--- src/rtl/mul_seq_pkg.sv ---
// Shared constants and helpers for the iterative signed multiplier.
// State encodings are plain 2-bit constants so the control word stays legacy-compatible.
package mul_seq_pkg;
  localparam int WIDTH = 32;
  localparam int CNT_W = $clog2(WIDTH) + 1;

  localparam logic [1:0] ST_IDLE = 2'd0;
  localparam logic [1:0] ST_CALC = 2'd1;
  localparam logic [1:0] ST_FIX  = 2'd2;

  function automatic logic [WIDTH-1:0] twos_neg(input logic [WIDTH-1:0] v);
    return ~v + {{(WIDTH-1){1'b0}}, 1'b1};
  endfunction

  // |-2^(WIDTH-1)| wraps back to 2^(WIDTH-1), which is the correct unsigned magnitude.
  function automatic logic [WIDTH-1:0] abs_mag(input logic [WIDTH-1:0] v);
    if (v[WIDTH-1]) begin
      return twos_neg(v);
    end else begin
      return v;
    end
  endfunction
endpackage

--- src/rtl/mul_seq_if.sv ---
// Start/done handshake and operand/result bus between issuing control logic and mul_seq.
interface mul_seq_if;
  import mul_seq_pkg::*;

  logic             start;
  logic [WIDTH-1:0] a;
  logic [WIDTH-1:0] b;
  logic             busy;
  logic             ready;
  logic             done;
  logic [WIDTH-1:0] p;
  logic             sig_O;

  modport master (output start, a, b, input busy, ready, done, p, sig_O);
  modport slave  (input start, a, b, output busy, ready, done, p, sig_O);
endinterface

--- src/rtl/mul_seq_add_c.sv ---
// Combinational WIDTH-bit adder with carry out; the single shared adder of the multiplier.
module add_c
  import mul_seq_pkg::*;
(
  input  logic [WIDTH-1:0] a_i,
  input  logic [WIDTH-1:0] b_i,
  output logic [WIDTH-1:0] sum_o,
  output logic             cout_o
);
  assign {cout_o, sum_o} = {1'b0, a_i} + {1'b0, b_i};
endmodule

--- src/rtl/mul_seq.sv ---
// Iterative signed multiplier: magnitudes are multiplied by shift-and-add over WIDTH
// iterations, then the sign is applied and signed overflow is judged in a final FIX step.
module mul_seq
  import mul_seq_pkg::*;
(
  input  logic      clk,
  input  logic      rst_n,
  mul_seq_if.slave  bus
);
  localparam logic [CNT_W-1:0]   CNT_LAST = CNT_W'(WIDTH - 1);
  localparam logic [2*WIDTH-1:0] MAG_MAX  = {{(WIDTH+1){1'b0}}, {(WIDTH-1){1'b1}}};
  localparam logic [2*WIDTH-1:0] MAG_MIN  = {{WIDTH{1'b0}}, 1'b1, {(WIDTH-1){1'b0}}};

  logic [1:0]         state_q,  state_d;
  logic [CNT_W-1:0]   cnt_q,    cnt_d;
  logic [WIDTH-1:0]   mcand_q,  mcand_d;
  logic [WIDTH-1:0]   mplier_q, mplier_d;
  logic [WIDTH-1:0]   acc_hi_q, acc_hi_d;
  logic               neg_q,    neg_d;
  logic [WIDTH-1:0]   p_q,      p_d;
  logic               sig_o_q,  sig_o_d;
  logic               done_q,   done_d;
  logic               busy_q,   busy_d;
  logic               ready_q,  ready_d;

  logic [WIDTH-1:0]   addend_s;
  logic [WIDTH-1:0]   sum_s;
  logic               cout_s;
  logic [2*WIDTH-1:0] m_s;

  assign addend_s = mplier_q[0] ? mcand_q : {WIDTH{1'b0}};
  assign m_s      = {acc_hi_q, mplier_q};

  add_c u_add (
    .a_i    (acc_hi_q),
    .b_i    (addend_s),
    .sum_o  (sum_s),
    .cout_o (cout_s)
  );

  // Next-state logic: accept, iterate, then sign-correct and flag overflow.
  always_comb begin
    state_d  = state_q;
    cnt_d    = cnt_q;
    mcand_d  = mcand_q;
    mplier_d = mplier_q;
    acc_hi_d = acc_hi_q;
    neg_d    = neg_q;
    p_d      = p_q;
    sig_o_d  = sig_o_q;
    done_d   = 1'b0;
    case (state_q)
      ST_IDLE: begin
        if (bus.start) begin
          mcand_d  = abs_mag(bus.a);
          mplier_d = abs_mag(bus.b);
          neg_d    = bus.a[WIDTH-1] ^ bus.b[WIDTH-1];
          acc_hi_d = {WIDTH{1'b0}};
          cnt_d    = {CNT_W{1'b0}};
          state_d  = ST_CALC;
        end else begin
          state_d  = ST_IDLE;
        end
      end
      ST_CALC: begin
        // The carry re-enters at the top as {carry, acc_hi, mplier} shifts right.
        acc_hi_d = {cout_s, sum_s[WIDTH-1:1]};
        mplier_d = {sum_s[0], mplier_q[WIDTH-1:1]};
        cnt_d    = cnt_q + {{(CNT_W-1){1'b0}}, 1'b1};
        if (cnt_q == CNT_LAST) begin
          state_d = ST_FIX;
        end else begin
          state_d = ST_CALC;
        end
      end
      ST_FIX: begin
        p_d     = neg_q ? twos_neg(m_s[WIDTH-1:0]) : m_s[WIDTH-1:0];
        sig_o_d = neg_q ? (m_s > MAG_MIN) : (m_s > MAG_MAX);
        done_d  = 1'b1;
        state_d = ST_IDLE;
      end
      default: begin
        state_d = ST_IDLE;
      end
    endcase
    busy_d  = (state_d != ST_IDLE);
    ready_d = (state_d == ST_IDLE);
  end

  // State and output registers.
  always_ff @(posedge clk or negedge rst_n) begin
    if (!rst_n) begin
      state_q  <= ST_IDLE;
      cnt_q    <= {CNT_W{1'b0}};
      mcand_q  <= {WIDTH{1'b0}};
      mplier_q <= {WIDTH{1'b0}};
      acc_hi_q <= {WIDTH{1'b0}};
      neg_q    <= 1'b0;
      p_q      <= {WIDTH{1'b0}};
      sig_o_q  <= 1'b0;
      done_q   <= 1'b0;
      busy_q   <= 1'b0;
      ready_q  <= 1'b1;
    end else begin
      state_q  <= state_d;
      cnt_q    <= cnt_d;
      mcand_q  <= mcand_d;
      mplier_q <= mplier_d;
      acc_hi_q <= acc_hi_d;
      neg_q    <= neg_d;
      p_q      <= p_d;
      sig_o_q  <= sig_o_d;
      done_q   <= done_d;
      busy_q   <= busy_d;
      ready_q  <= ready_d;
    end
  end

  assign bus.busy  = busy_q;
  assign bus.ready = ready_q;
  assign bus.done  = done_q;
  assign bus.p     = p_q;
  assign bus.sig_O = sig_o_q;
endmodule

--- src/flat_wrapper.sv ---
// flat-port wrapper written by rule: the top's interface ports become plain ports
module mul_seq_flat import mul_seq_pkg::*;
  (clk, rst_n, bus_start, bus_a, bus_b, bus_busy, bus_ready, bus_done, bus_p, bus_sig_O);
  mul_seq_if bus_i ();
  input  logic clk;
  input  logic rst_n;
  input wire logic [$bits(bus_i.start)-1:0] bus_start;
  input wire logic [$bits(bus_i.a)-1:0] bus_a;
  input wire logic [$bits(bus_i.b)-1:0] bus_b;
  output wire logic [$bits(bus_i.busy)-1:0] bus_busy;
  output wire logic [$bits(bus_i.ready)-1:0] bus_ready;
  output wire logic [$bits(bus_i.done)-1:0] bus_done;
  output wire logic [$bits(bus_i.p)-1:0] bus_p;
  output wire logic [$bits(bus_i.sig_O)-1:0] bus_sig_O;
  assign bus_i.start = bus_start;
  assign bus_i.a = bus_a;
  assign bus_i.b = bus_b;
  assign bus_busy = bus_i.busy;
  assign bus_ready = bus_i.ready;
  assign bus_done = bus_i.done;
  assign bus_p = bus_i.p;
  assign bus_sig_O = bus_i.sig_O;
  mul_seq u_core (.clk(clk), .rst_n(rst_n), .bus(bus_i));
endmodule
--- config.mk ---
export PLATFORM = sky130hd
export DESIGN_NAME = mul_seq_flat
export DESIGN_NICKNAME = d
export VERILOG_FILES = /design/src/rtl/mul_seq_pkg.sv /design/src/rtl/mul_seq_if.sv /design/src/rtl/mul_seq_add_c.sv /design/src/rtl/mul_seq.sv /design/src/flat_wrapper.sv
export SDC_FILE = /design/constraint.sdc
export NUM_CORES = 1
export LEC_CHECK = 0
export ABC_AREA = 1
export CAP_MARGIN = 20
export CORE_ASPECT_RATIO = 1.75
export CORE_MARGIN = 2
export CORE_UTILIZATION = 63
export DETAILED_ROUTE_END_ITERATION = 16
export GPL_TIMING_DRIVEN = 0
export PLACE_DENSITY = 0.94
export SYNTH_ARGS = -nofsm -noshare
export SYNTH_HDL_FRONTEND = slang
export SYNTH_SLANG_ARGS = --single-unit
--- constraint.sdc ---
create_clock -name clk -period 4.5 [get_ports clk]
set_input_delay 1.125 -clock clk [delete_from_list [all_inputs] [get_ports clk]]
set_output_delay 1.125 -clock clk [all_outputs]
set_load 0.005 [all_outputs]
==> impl_metrics.toml, run 1 <==
[timing]
max_slew.worst_pin.slew_ns = 0.805
rsz0062_at_grt = "false"
fin_crit_sh = 0.725
fin_tns_setup_ns = 0
timing.slew.headroom = 0.463
setup_ws_ns = 1.24
post-route-min-period_ns = 3.26
finalMaxSlewViolations = 0
setup_viol = 0
timing.final.hold_violations = 0
skew_ns = 0.00980
fmax_ghz = 0.306

[global_route]
grt_pass1_wl_um = 57400
gr-usage-all-layers = 0.427
antenna_found_initial = 0
grt_start_max_net_pins = 88
first_global_vias = 11566
grt.overflow.total = 0

[place]
place_hpwl_um = 29300
port_buffers = 101
place.gp.congestion = 1.02
dpl-instance-area_um2 = 12100
dp_slack_ns = 1.33

[worst_setup_path]
cp_num_buf_inv = 4
startpoint_type = "register"
crit_path_max_incr_delay_ns = 0.59
cp_common_cell = "nand2_1"
cp.required_ns = 4.84
worst_path_dominant_cell_family = "simple AND/OR/NAND/NOR gates"
reg2reg_depth = 13
worstSetupPathType = "reg -> reg"
path_depth = 13
cp-startpoint = "u_core.mplier_q[0]$_DFFE_PN0P_"
path_cells = "buf_6 > clkbuf_1 > nand2_1 > inv_1 > ha_1 > nand2_1 > inv_1 > a21oi_1 > nand3_1 > nand2_1 > nand3_1 > nand3_1 > nand2_1"
critPathMaxFanout = 10
timing.rr.start = "u_core.mplier_q[0]$_DFFE_PN0P_"
crit_arrival_ns = 3.60
cp-end-kind = "register"
worst_path_max_delay_cell = "a21oi_1"

[drt]
vias = 11765
avgViaCountPerCell = 5.72
drt_iter0_drc = 752
wl_um = 37700
ant_nets = 0
drc = 0
first_pass_iters = 6
routedWlPerCell_um = 18.3

[synth]
synthesis.nets = 1801
yosys_register_bits = 141
yosysWarnings = 0
synth.top_cells.by_area = "dfrtp_1, nand2_1, inv_1, nand3_1, nor2_1"
synth_cells = 1697
async_reset_ff_frac = 1.00
synth_top_area_frac = 0.324
yosys.area.top_type = "dfrtp_1"
synth_area_um2 = 10800
avgSynthCellArea_um2 = 6.38
synth_edf_count = 0
synth_top_flop_cell = "dfrtp_1"
ys_types = 47
seq_area_frac_synth = 0.326

[clocking]
cts_made_buffers = 17
post_cts_resized = 0
clkSlewWorstSetupHoldPaths_ns = 0.07
hold_buffers = 0
clockBufferDepth = 2
insertion_delay_ns = 0.45
clock-sinks = 141
cts_tree = "yes"
postCtsSetupBuffers = 0
clock_tree.root_cell = "clkbuf_16"
htree_levels = 4

[floorplan]
die_width_um = 103
core_area_um2 = 16900
initial_core_util = 0.642
die_h_um = 177
io_pins = 103
rows = 63
dieArea_um2 = 18300

[power]
p_total_mw = 8.47
p_sw_mw = 4.21
pwr_density_cell_nw_per_um2 = 665
intPower_mw = 4.27
power_frac_clock = 0.172
leakage_nw = 6.76
irDropWorstVdd_v = 0.000374
comb_power_share = 0.536
power.sequential.fraction = 0.293
switching_share = 0.496

[finish]
syn_to_final_growth_pct = 17.7
diodes = 0
fin_util = 0.755
drive_above_1_share = 0.0568
nNetsFinal = 1922
stdcell_area_um2 = 12700

[run_status]
status = "complete, no violations"

[hold_path]
hold_depth = 1
min-delay-path-class = "reg -> reg"
hp-start = "u_core.cnt_q[5]$_DFFE_PN0P_"

[job]
cap_viol_max_count = 0
==> path summary, 6_finish.rpt <==
kind	to	slack (ns)
max	u_core.acc_hi_q[27]$_DFFE_PN0P_	1.24
min	u_core.state_q[1]$_DFF_PN0_	0.45
max reg2reg	u_core.acc_hi_q[27]$_DFFE_PN0P_	1.24
min reg2reg	u_core.state_q[1]$_DFF_PN0_	0.45
max in group asynchronous	u_core.bus.p[30]$_DFFE_PN0P_	3.06
min in group asynchronous	u_core.acc_hi_q[29]$_DFFE_PN0P_	0.61
==> stage by stage <==
stage               hold slack [ns]  instances
finish                        0.453       2058
global route                  0.481       2058
CTS                           0.454       2058
detailed placement            0.443       2026
global placement              0.433       2025
floorplan                     0.408       1697
==> cells in the mapped netlist (all sizes together) (2+ instances only) <==
cell and instances:
nor4 2, nor2 181, nor3 12, clkbuf 20, ha 36, dfrtp 140, o21ai 116, a22oi 27
o22ai 4, clkinv 3, a31oi 10, xnor2 2, a21oi 40, xor2 46, o31ai 2, or2 8
buf 25, nand3 145, o221ai 4, nand4 20, o21bai 3, inv 257, o211ai 2, nand3b 7
nand2 579
==> placed cells by master, fill, tap and decap left out, types with 3 or more instances in the layout <==
| cell type | count |
|---|---|
| nand2_1 | 578 |
| inv_1 | 243 |
| nor2_1 | 165 |
| nand3_1 | 141 |
| dfrtp_1 | 140 |
| clkdlybuf4s50_1 | 100 |
| o21ai_0 | 76 |
| xor2_1 | 46 |
| a21oi_1 | 40 |
| ha_1 | 36 |
| o21ai_1 | 35 |
| a22oi_1 | 27 |
| clkbuf_1 | 21 |
| nand4_1 | 19 |
| buf_2 | 17 |
| clkbuf_16 | 17 |
| inv_2 | 14 |
| nor2_2 | 13 |
| a31oi_1 | 10 |
| nor3_1 | 10 |
| nand3b_1 | 7 |
| or2_1 | 6 |
| buf_4 | 5 |
| inv_6 | 5 |
| nand3_2 | 4 |
| o22ai_1 | 4 |
| o221ai_1 | 4 |
| nor2_4 | 3 |
| o21ai_4 | 3 |
| o21bai_1 | 3 |
| clkinv_4 | 3 |
| clkinvlp_4 | 3 |
==> worst reg2reg max path: stages (launching register included) <==
cell and delay, ns:
dfrtp_1 0.35, buf_6 0.13, clkbuf_1 0.37, nand2_1 0.12, inv_1 0.10, ha_1 0.28, nand2_1 0.11, inv_1 0.07
a21oi_1 0.59, nand3_1 0.40, nand2_1 0.34, nand3_1 0.11, nand3_1 0.12, nand2_1 0.07
==> power by group through the flow <==
stage | logic, mW | registers, mW | clock network (mW)
after floorplan | 3.06 | 2.22 | 0
after global placement | 4.26 | 2.44 | 0
after detailed placement | 4.38 | 2.45 | 0
after CTS | 4.42 | 2.44 | 1.45
after global routing | 5.06 | 2.51 | 1.50
final | 4.54 | 2.48 | 1.45
==> area by class of cell <==
class	instances	area (um^2)
buffer	45	216
clock buffer	18	429
sequential	141	3530
multi-input combinational	1251	6100
timing repair buffer	102	1040
inverter	260	977
clock inverter	14	158
fill	1432	4130
tap	227	284
==> metal layers <==
| metal | part of all wire | vias to the layer above | GRT usage | wire length, um |
|---|---|---|---|---|
| li1 | - | 5606 | - | - |
| met1 | 0.32 | 5378 | 0.386 | 12000 |
| met2 | 0.50 | 550 | 0.729 | 18900 |
| met3 | 0.068 | 231 | 0.124 | 2580 |
| met4 | 0.11 | 0 | 0.403 | 4210 |
| met5 | 0 | - | 0 | 0 |
==> flip-flops by register name (all words and copies together) (netlist names) <==
signal,cells
u_core.acc_hi_q,32
u_core.bus.busy,1
u_core.bus.done,1
u_core.bus.p,32
u_core.bus.ready,1
u_core.bus.sig_O,1
u_core.cnt_q,6
u_core.mcand_q,32
u_core.mplier_q,32
u_core.neg_q,1
u_core.state_q,2
==> kinds of logic (layout without fill, tap and decap cells) <==
| logic type | after synthesis | in the layout | synth area share |
|---|---|---|---|
| compound gates | 210 | 210 | 0.112 |
| flops | 141 | 141 | 0.326 |
| xor+xnor | 48 | 48 | 0.0388 |
| fa+ha+maj | 37 | 37 | 0.0435 |
| simple gates | 956 | 956 | 0.369 |
| buf+inv | 305 | 439 | 0.110 |
(Power assumes the default switching activity.)
==> inputs of run 2 (changes only) <==
--- a/config.mk
+++ b/config.mk
@@ -9,10 +9,10 @@
 export CAP_MARGIN = 20
 export CORE_ASPECT_RATIO = 1.75
 export CORE_MARGIN = 2
-export CORE_UTILIZATION = 63
+export CORE_UTILIZATION = 53
 export DETAILED_ROUTE_END_ITERATION = 16
 export GPL_TIMING_DRIVEN = 0
-export PLACE_DENSITY = 0.94
+export PLACE_DENSITY = 0.85
 export SYNTH_ARGS = -nofsm -noshare
 export SYNTH_HDL_FRONTEND = slang
 export SYNTH_SLANG_ARGS = --single-unit
==> constraint.sdc (replaced) <==
create_clock -name clk -period 2.74 [get_ports clk]
set_input_delay 0.685 -clock clk [delete_from_list [all_inputs] [get_ports clk]]
set_output_delay 0.685 -clock clk [all_outputs]
set_load 0.005 [all_outputs]
==> run 2 against run 1 <==
Total power grew 64%. Flip-flop and latch count is the same. Combinational power grew 62%. Largest cell class unchanged.
==> impl_metrics.toml, run 2 (synthesized netlist as in run 1, its figures left out) <==
[worst_setup_path]
timing.rr.start = "u_core.mplier_q[0]$_DFFE_PN0P_"
path_depth = 16
crit_arrival_ns = 2.91
crit_end = "u_core.acc_hi_q[15]$_DFFE_PN0P_"
cp.required_ns = 3.06
reg2reg_depth = 16
cp-end-kind = "register"
startpoint_type = "register"
cp-startpoint = "u_core.mplier_q[0]$_DFFE_PN0P_"
reg2reg_to = "u_core.acc_hi_q[15]$_DFFE_PN0P_"
path_cells = "buf_6 > nand2_1 > inv_1 > ha_1 > inv_1 > fa_1 > inv_1 > nand3_1 > nand3_2 > nand2_1 > nand2_1 > nand3_1 > nand2_2 > nand2_1 > nand2_1 > o21ai_1"
critPathMaxFanout = 16
worst_path_dominant_cell_family = "simple AND/OR/NAND/NOR gates"
cp_common_cell = "nand2_1"
cp_num_buf_inv = 4
worstSetupPathType = "reg -> reg"
ff2ff_setup_slack_ns = 0.15
worst_path_max_delay_cell = "fa_1"
crit_path_max_incr_delay_ns = 0.40

[finish]
final_cell_mix = "nand2_1, inv_1, nor2_1"
layout_commonest_cell = "nand2_1"
stdcell_area_um2 = 12800
fin_cells = 2078
diodes = 0
n_fill_cell = 1912
drive_above_1_share = 0.0596
fin_util = 0.633
nNetsFinal = 1921
syn_to_final_growth_pct = 18.2

[timing]
setup_ws_ns = 0.153
fin_crit_sh = 0.944
finalMaxSlewViolations = 0
skew_ns = 0.00874
post-route-min-period_ns = 2.59
holdWs_ns = 0.172
fin_tns_setup_ns = 0
timing.slew.headroom = 0.489
max_slew.worst_pin.slew_ns = 0.766
rsz0062_at_grt = "false"
timing.final.hold_violations = 0
setup_viol = 0
fmax_ghz = 0.387

[floorplan]
core_area_um2 = 20200
dieArea_um2 = 21600
die_h_um = 193
die_width_um = 112
initial_core_util = 0.536
io_pins = 103
rows = 69

[place]
dp_cells = 2047
dpl-instance-area_um2 = 12200
dp_slack_ns = -0.234
place.gp.congestion = 0.995
place_hpwl_um = 29000
port_buffers = 101

[drt]
first_pass_iters = 7
ant_nets = 0
wl_um = 36300
routedWlPerCell_um = 17.5
route.met3.wl_um = 1790
met1_length_um = 11900
avgViaCountPerCell = 5.54
drt_iter0_drc = 809
routed-wl-met2_um = 19100
drc = 0
highest_layer = "met4"
vias = 11514

[power]
irDropWorstVdd_v = 0.000709
p_total_mw = 13.9
pwr_density_cell_nw_per_um2 = 1090
leakage_nw = 6.79

[job]
cap_viol_max_count = 0

[clocking]
clkSlewWorstSetupHoldPaths_ns = 0.07
hold_buffers = 0
clock-sinks = 141
clock_tree.root_cell = "clkbuf_16"
htree_levels = 4
cts_tree = "yes"
insertion_delay_ns = 0.44
clockBufferDepth = 2
cts_made_buffers = 17

[run_status]
status = "complete, no violations"

[global_route]
grt_pass1_wl_um = 56900
antenna_found_initial = 0
grt.overflow.total = 0
first_global_vias = 11438
gr-usage-all-layers = 0.341
grt_start_max_net_pins = 97

[hold_path]
min-delay-path-class = "in -> async"
## run 2: cell types whose count changed in the layout (fill, tap and decap cells not counted), sizes merged
cell | before | now
bufinv | 2 | 3
clkbuf | 38 | 39
clkinv | 7 | 8
clkinvlp | 3 | 1
inv | 262 | 260
## run 2: how the worst min path moves through the flow
| stage | startpoint | to | slack [ns] | depth (start not counted) |
|---|---|---|---|---|
| after global routing | rst_n | u_core.acc_hi_q[30]$_DFFE_PN0P_ | 0.21 | 1 |
| final | rst_n | u_core.acc_hi_q[28]$_DFFE_PN0P_ | 0.17 | 1 |
| after CTS | rst_n | u_core.acc_hi_q[28]$_DFFE_PN0P_ | 0.18 | 1 |
| after detailed placement | u_core.cnt_q[5]$_DFFE_PN0P_ | u_core.state_q[1]$_DFF_PN0_ | 0.46 | 1 |
| after global placement | u_core.cnt_q[5]$_DFFE_PN0P_ | u_core.state_q[1]$_DFF_PN0_ | 0.45 | 1 |
| after floorplan | rst_n | u_core.acc_hi_q[0]$_DFFE_PN0P_ | 0.39 | 0 |
## run 2: report_power, final
part | internal, mW | switching [mW] | total [mW]
registers | 3.03 | 1.08 | 4.11
clock network | 1.47 | 0.972 | 2.44
logic | 2.63 | 4.71 | 7.35
total | 7.13 | 6.77 | 13.9
## run 2: worst reg2reg max path: stages (launching register included)
cell and delay [ns]:
dfrtp_1 0.34, buf_6 0.19, nand2_1 0.07, inv_1 0.13, ha_1 0.24, inv_1 0.07
fa_1 0.40, inv_1 0.12, nand3_1 0.10, nand3_2 0.13, nand2_1 0.07, nand2_1 0.15
nand3_1 0.12, nand2_2 0.15, nand2_1 0.06, nand2_1 0.06, o21ai_1 0.07
## run 2: what timing repair did
item                       in CTS  in global routing
setup endpoints to repair      11                 18
resized for setup               0                  8
buffers inserted                0                  0
## run 2: cell type report
cell class | count | area (um^2) | share of cell area
repair buffers | 102 | 1040 | 0.0813
clock inverters | 12 | 160 | 0.0125
plain buffers | 44 | 215 | 0.0168
inverters | 260 | 977 | 0.0764
multi-input cells | 1251 | 6120 | 0.478
well taps | 248 | 310 | 0.0243
flip-flops and latches | 141 | 3530 | 0.276
clock buffers | 20 | 447 | 0.0349
## run 2: metal layers
metal | global-route usage | up-vias
met4 | 0.285 | 0
met3 | 0.0578 | 185
met2 | 0.641 | 445
li1 | - | 5606
met5 | 0 | -
met1 | 0.317 | 5278
==> inputs of run 3 (changes only) <==
--- a/config.mk
+++ b/config.mk
@@ -13,6 +13,7 @@
 export DETAILED_ROUTE_END_ITERATION = 16
 export GPL_TIMING_DRIVEN = 0
 export PLACE_DENSITY = 0.85
+export SKIP_CTS_REPAIR_TIMING = 1
 export SYNTH_ARGS = -nofsm -noshare
 export SYNTH_HDL_FRONTEND = slang
 export SYNTH_SLANG_ARGS = --single-unit
==> run 3 against run 2 <==
Clock-buffer cell count did not move. Sequential share of layout area barely moved. Cell area grew 0.16%. Largest cell class unchanged.
==> impl_metrics.toml, run 3 (synthesized netlist as in run 1, its figures left out) <==
[global_route]
first_global_vias = 11450
grt_start_max_net_pins = 97
grt.overflow.total = 0
grt_pass1_wl_um = 56900
antenna_found_initial = 0
gr-usage-all-layers = 0.341

[drt]
wl_um = 36200
drt_iter0_drc = 815
ant_nets = 0
first_pass_iters = 8
routedWlPerCell_um = 17.4
drc = 0
vias = 11547
avgViaCountPerCell = 5.55

[clocking]
cts_tree = "yes"
clock-sinks = 141
htree_levels = 4
insertion_delay_ns = 0.44
clkSlewWorstSetupHoldPaths_ns = 0.07
clockBufferDepth = 2
clock_tree.root_cell = "clkbuf_16"
cts_made_buffers = 17

[power]
power.sequential.fraction = 0.295
p_total_mw = 13.9
leakage_nw = 6.79
intPower_mw = 7.15
comb_power_share = 0.530
switching_share = 0.486
irDropWorstVdd_v = 0.000707
p_sw_mw = 6.76
power_frac_clock = 0.175
pwr_density_cell_nw_per_um2 = 1090

[worst_setup_path]
reg2reg_to = "u_core.acc_hi_q[29]$_DFFE_PN0P_"
timing.rr.start = "u_core.mplier_q[0]$_DFFE_PN0P_"
reg2reg_depth = 17
worstSetupPathType = "reg -> reg"
ff2ff_setup_slack_ns = 0.15
cp.required_ns = 3.07
worst_path_max_delay_cell = "fa_1"
cp-startpoint = "u_core.mplier_q[0]$_DFFE_PN0P_"
cp_common_cell = "nand2_1"
cp_num_buf_inv = 5
crit_arrival_ns = 2.91
worst_path_dominant_cell_family = "simple AND/OR/NAND/NOR gates"
startpoint_type = "register"
crit_end = "u_core.acc_hi_q[29]$_DFFE_PN0P_"
cp-end-kind = "register"
path_cells = "buf_6 > buf_6 > nand2_1 > inv_2 > ha_2 > inv_1 > fa_1 > inv_1 > nand2_1 > nand3_1 > nand2_1 > nand2_1 > nand2_1 > nand2_1 > nand2_1 > nand3_1 > nand2_1"
path_depth = 17
crit_path_max_incr_delay_ns = 0.40
critPathMaxFanout = 10

[floorplan]
io_pins = 103
initial_core_util = 0.536
die_h_um = 193
core_area_um2 = 20200
die_width_um = 112
dieArea_um2 = 21600
rows = 69

[timing]
fin_crit_sh = 0.945
timing.final.hold_violations = 0
max_slew.worst_pin.slew_ns = 0.765
holdWs_ns = 0.168
post-route-min-period_ns = 2.59
rsz0062_at_grt = "false"
fmax_ghz = 0.386
timing.slew.headroom = 0.490
setup_viol = 0
fin_tns_setup_ns = 0
finalMaxSlewViolations = 0
skew_ns = 0.00891

[finish]
final_cell_mix = "nand2_1, inv_1, nor2_1"
layout_commonest_cell = "nand2_1"
diodes = 0
nNetsFinal = 1922
n_fill_cell = 1908
fin_cells = 2079
stdcell_area_um2 = 12800
syn_to_final_growth_pct = 18.4
drive_above_1_share = 0.0606

[place]
place_hpwl_um = 29000
dpl-instance-area_um2 = 12200
port_buffers = 101
dp_cells = 2047
place.gp.congestion = 0.995

[run_status]
status = "complete, no violations"

[job]
cap_viol_max_count = 0

[hold_path]
min-delay-path-class = "in -> async"
[run 3: cell count changes in the layout (fill, tap and decap cells not counted), sizes merged]
cell	previous run	this run
buf	27	28
[run 3: per-stage QoR]
| step | worst slack [ns] | utilization |
|---|---|---|
| 6_report | 0.152 | 0.634 |
| 5_1_grt | 0.0159 | 0.634 |
| 4_1_cts | -0.258 | 0.633 |
| 3_5_place_dp | -0.234 | 0.603 |
| 3_3_place_gp | -4.68 | 0.601 |
| 2_1_floorplan | 0.480 | - |
[run 3: layer usage]
metal	global-route usage	wire length, um
met1	0.317	11600
met2	0.640	19000
met5	0	0
met3	0.0585	2040
met4	0.288	3600
[run 3: how the worst min path moves through the flow]
stage	startpoint	endpoint	slack [ns]	cells after the start
2_1_floorplan	rst_n	u_core.acc_hi_q[0]$_DFFE_PN0P_	0.39	0
4_1_cts	rst_n	u_core.acc_hi_q[28]$_DFFE_PN0P_	0.18	1
3_5_place_dp	u_core.cnt_q[5]$_DFFE_PN0P_	u_core.state_q[1]$_DFF_PN0_	0.46	1
5_1_grt	rst_n	u_core.acc_hi_q[30]$_DFFE_PN0P_	0.21	1
6_report	rst_n	u_core.acc_hi_q[28]$_DFFE_PN0P_	0.17	1
3_3_place_gp	u_core.cnt_q[5]$_DFFE_PN0P_	u_core.state_q[1]$_DFF_PN0_	0.45	1
[run 3: final cells by class]
class	count	area [um^2]	area share
repair buffers	102	1040	0.0811
flip-flops and latches	141	3530	0.275
well taps	248	310	0.0242
multi-input cells	1251	6130	0.478
clock buffers	20	447	0.0349
inverters	260	977	0.0763
clock inverters	12	160	0.0125
plain buffers	45	225	0.0176
[run 3: power by group through the flow]
stage / Combinational [mW] / Clock (mW) / Sequential (mW)
3_5_place_dp: 7.17 / 0 / 4.06
5_1_grt: 8.31 / 2.53 / 4.16
4_1_cts: 7.25 / 2.44 / 4.05
2_1_floorplan: 5.02 / 0 / 3.65
3_3_place_gp: 6.98 / 0 / 4.04
6_report: 7.36 / 2.44 / 4.11
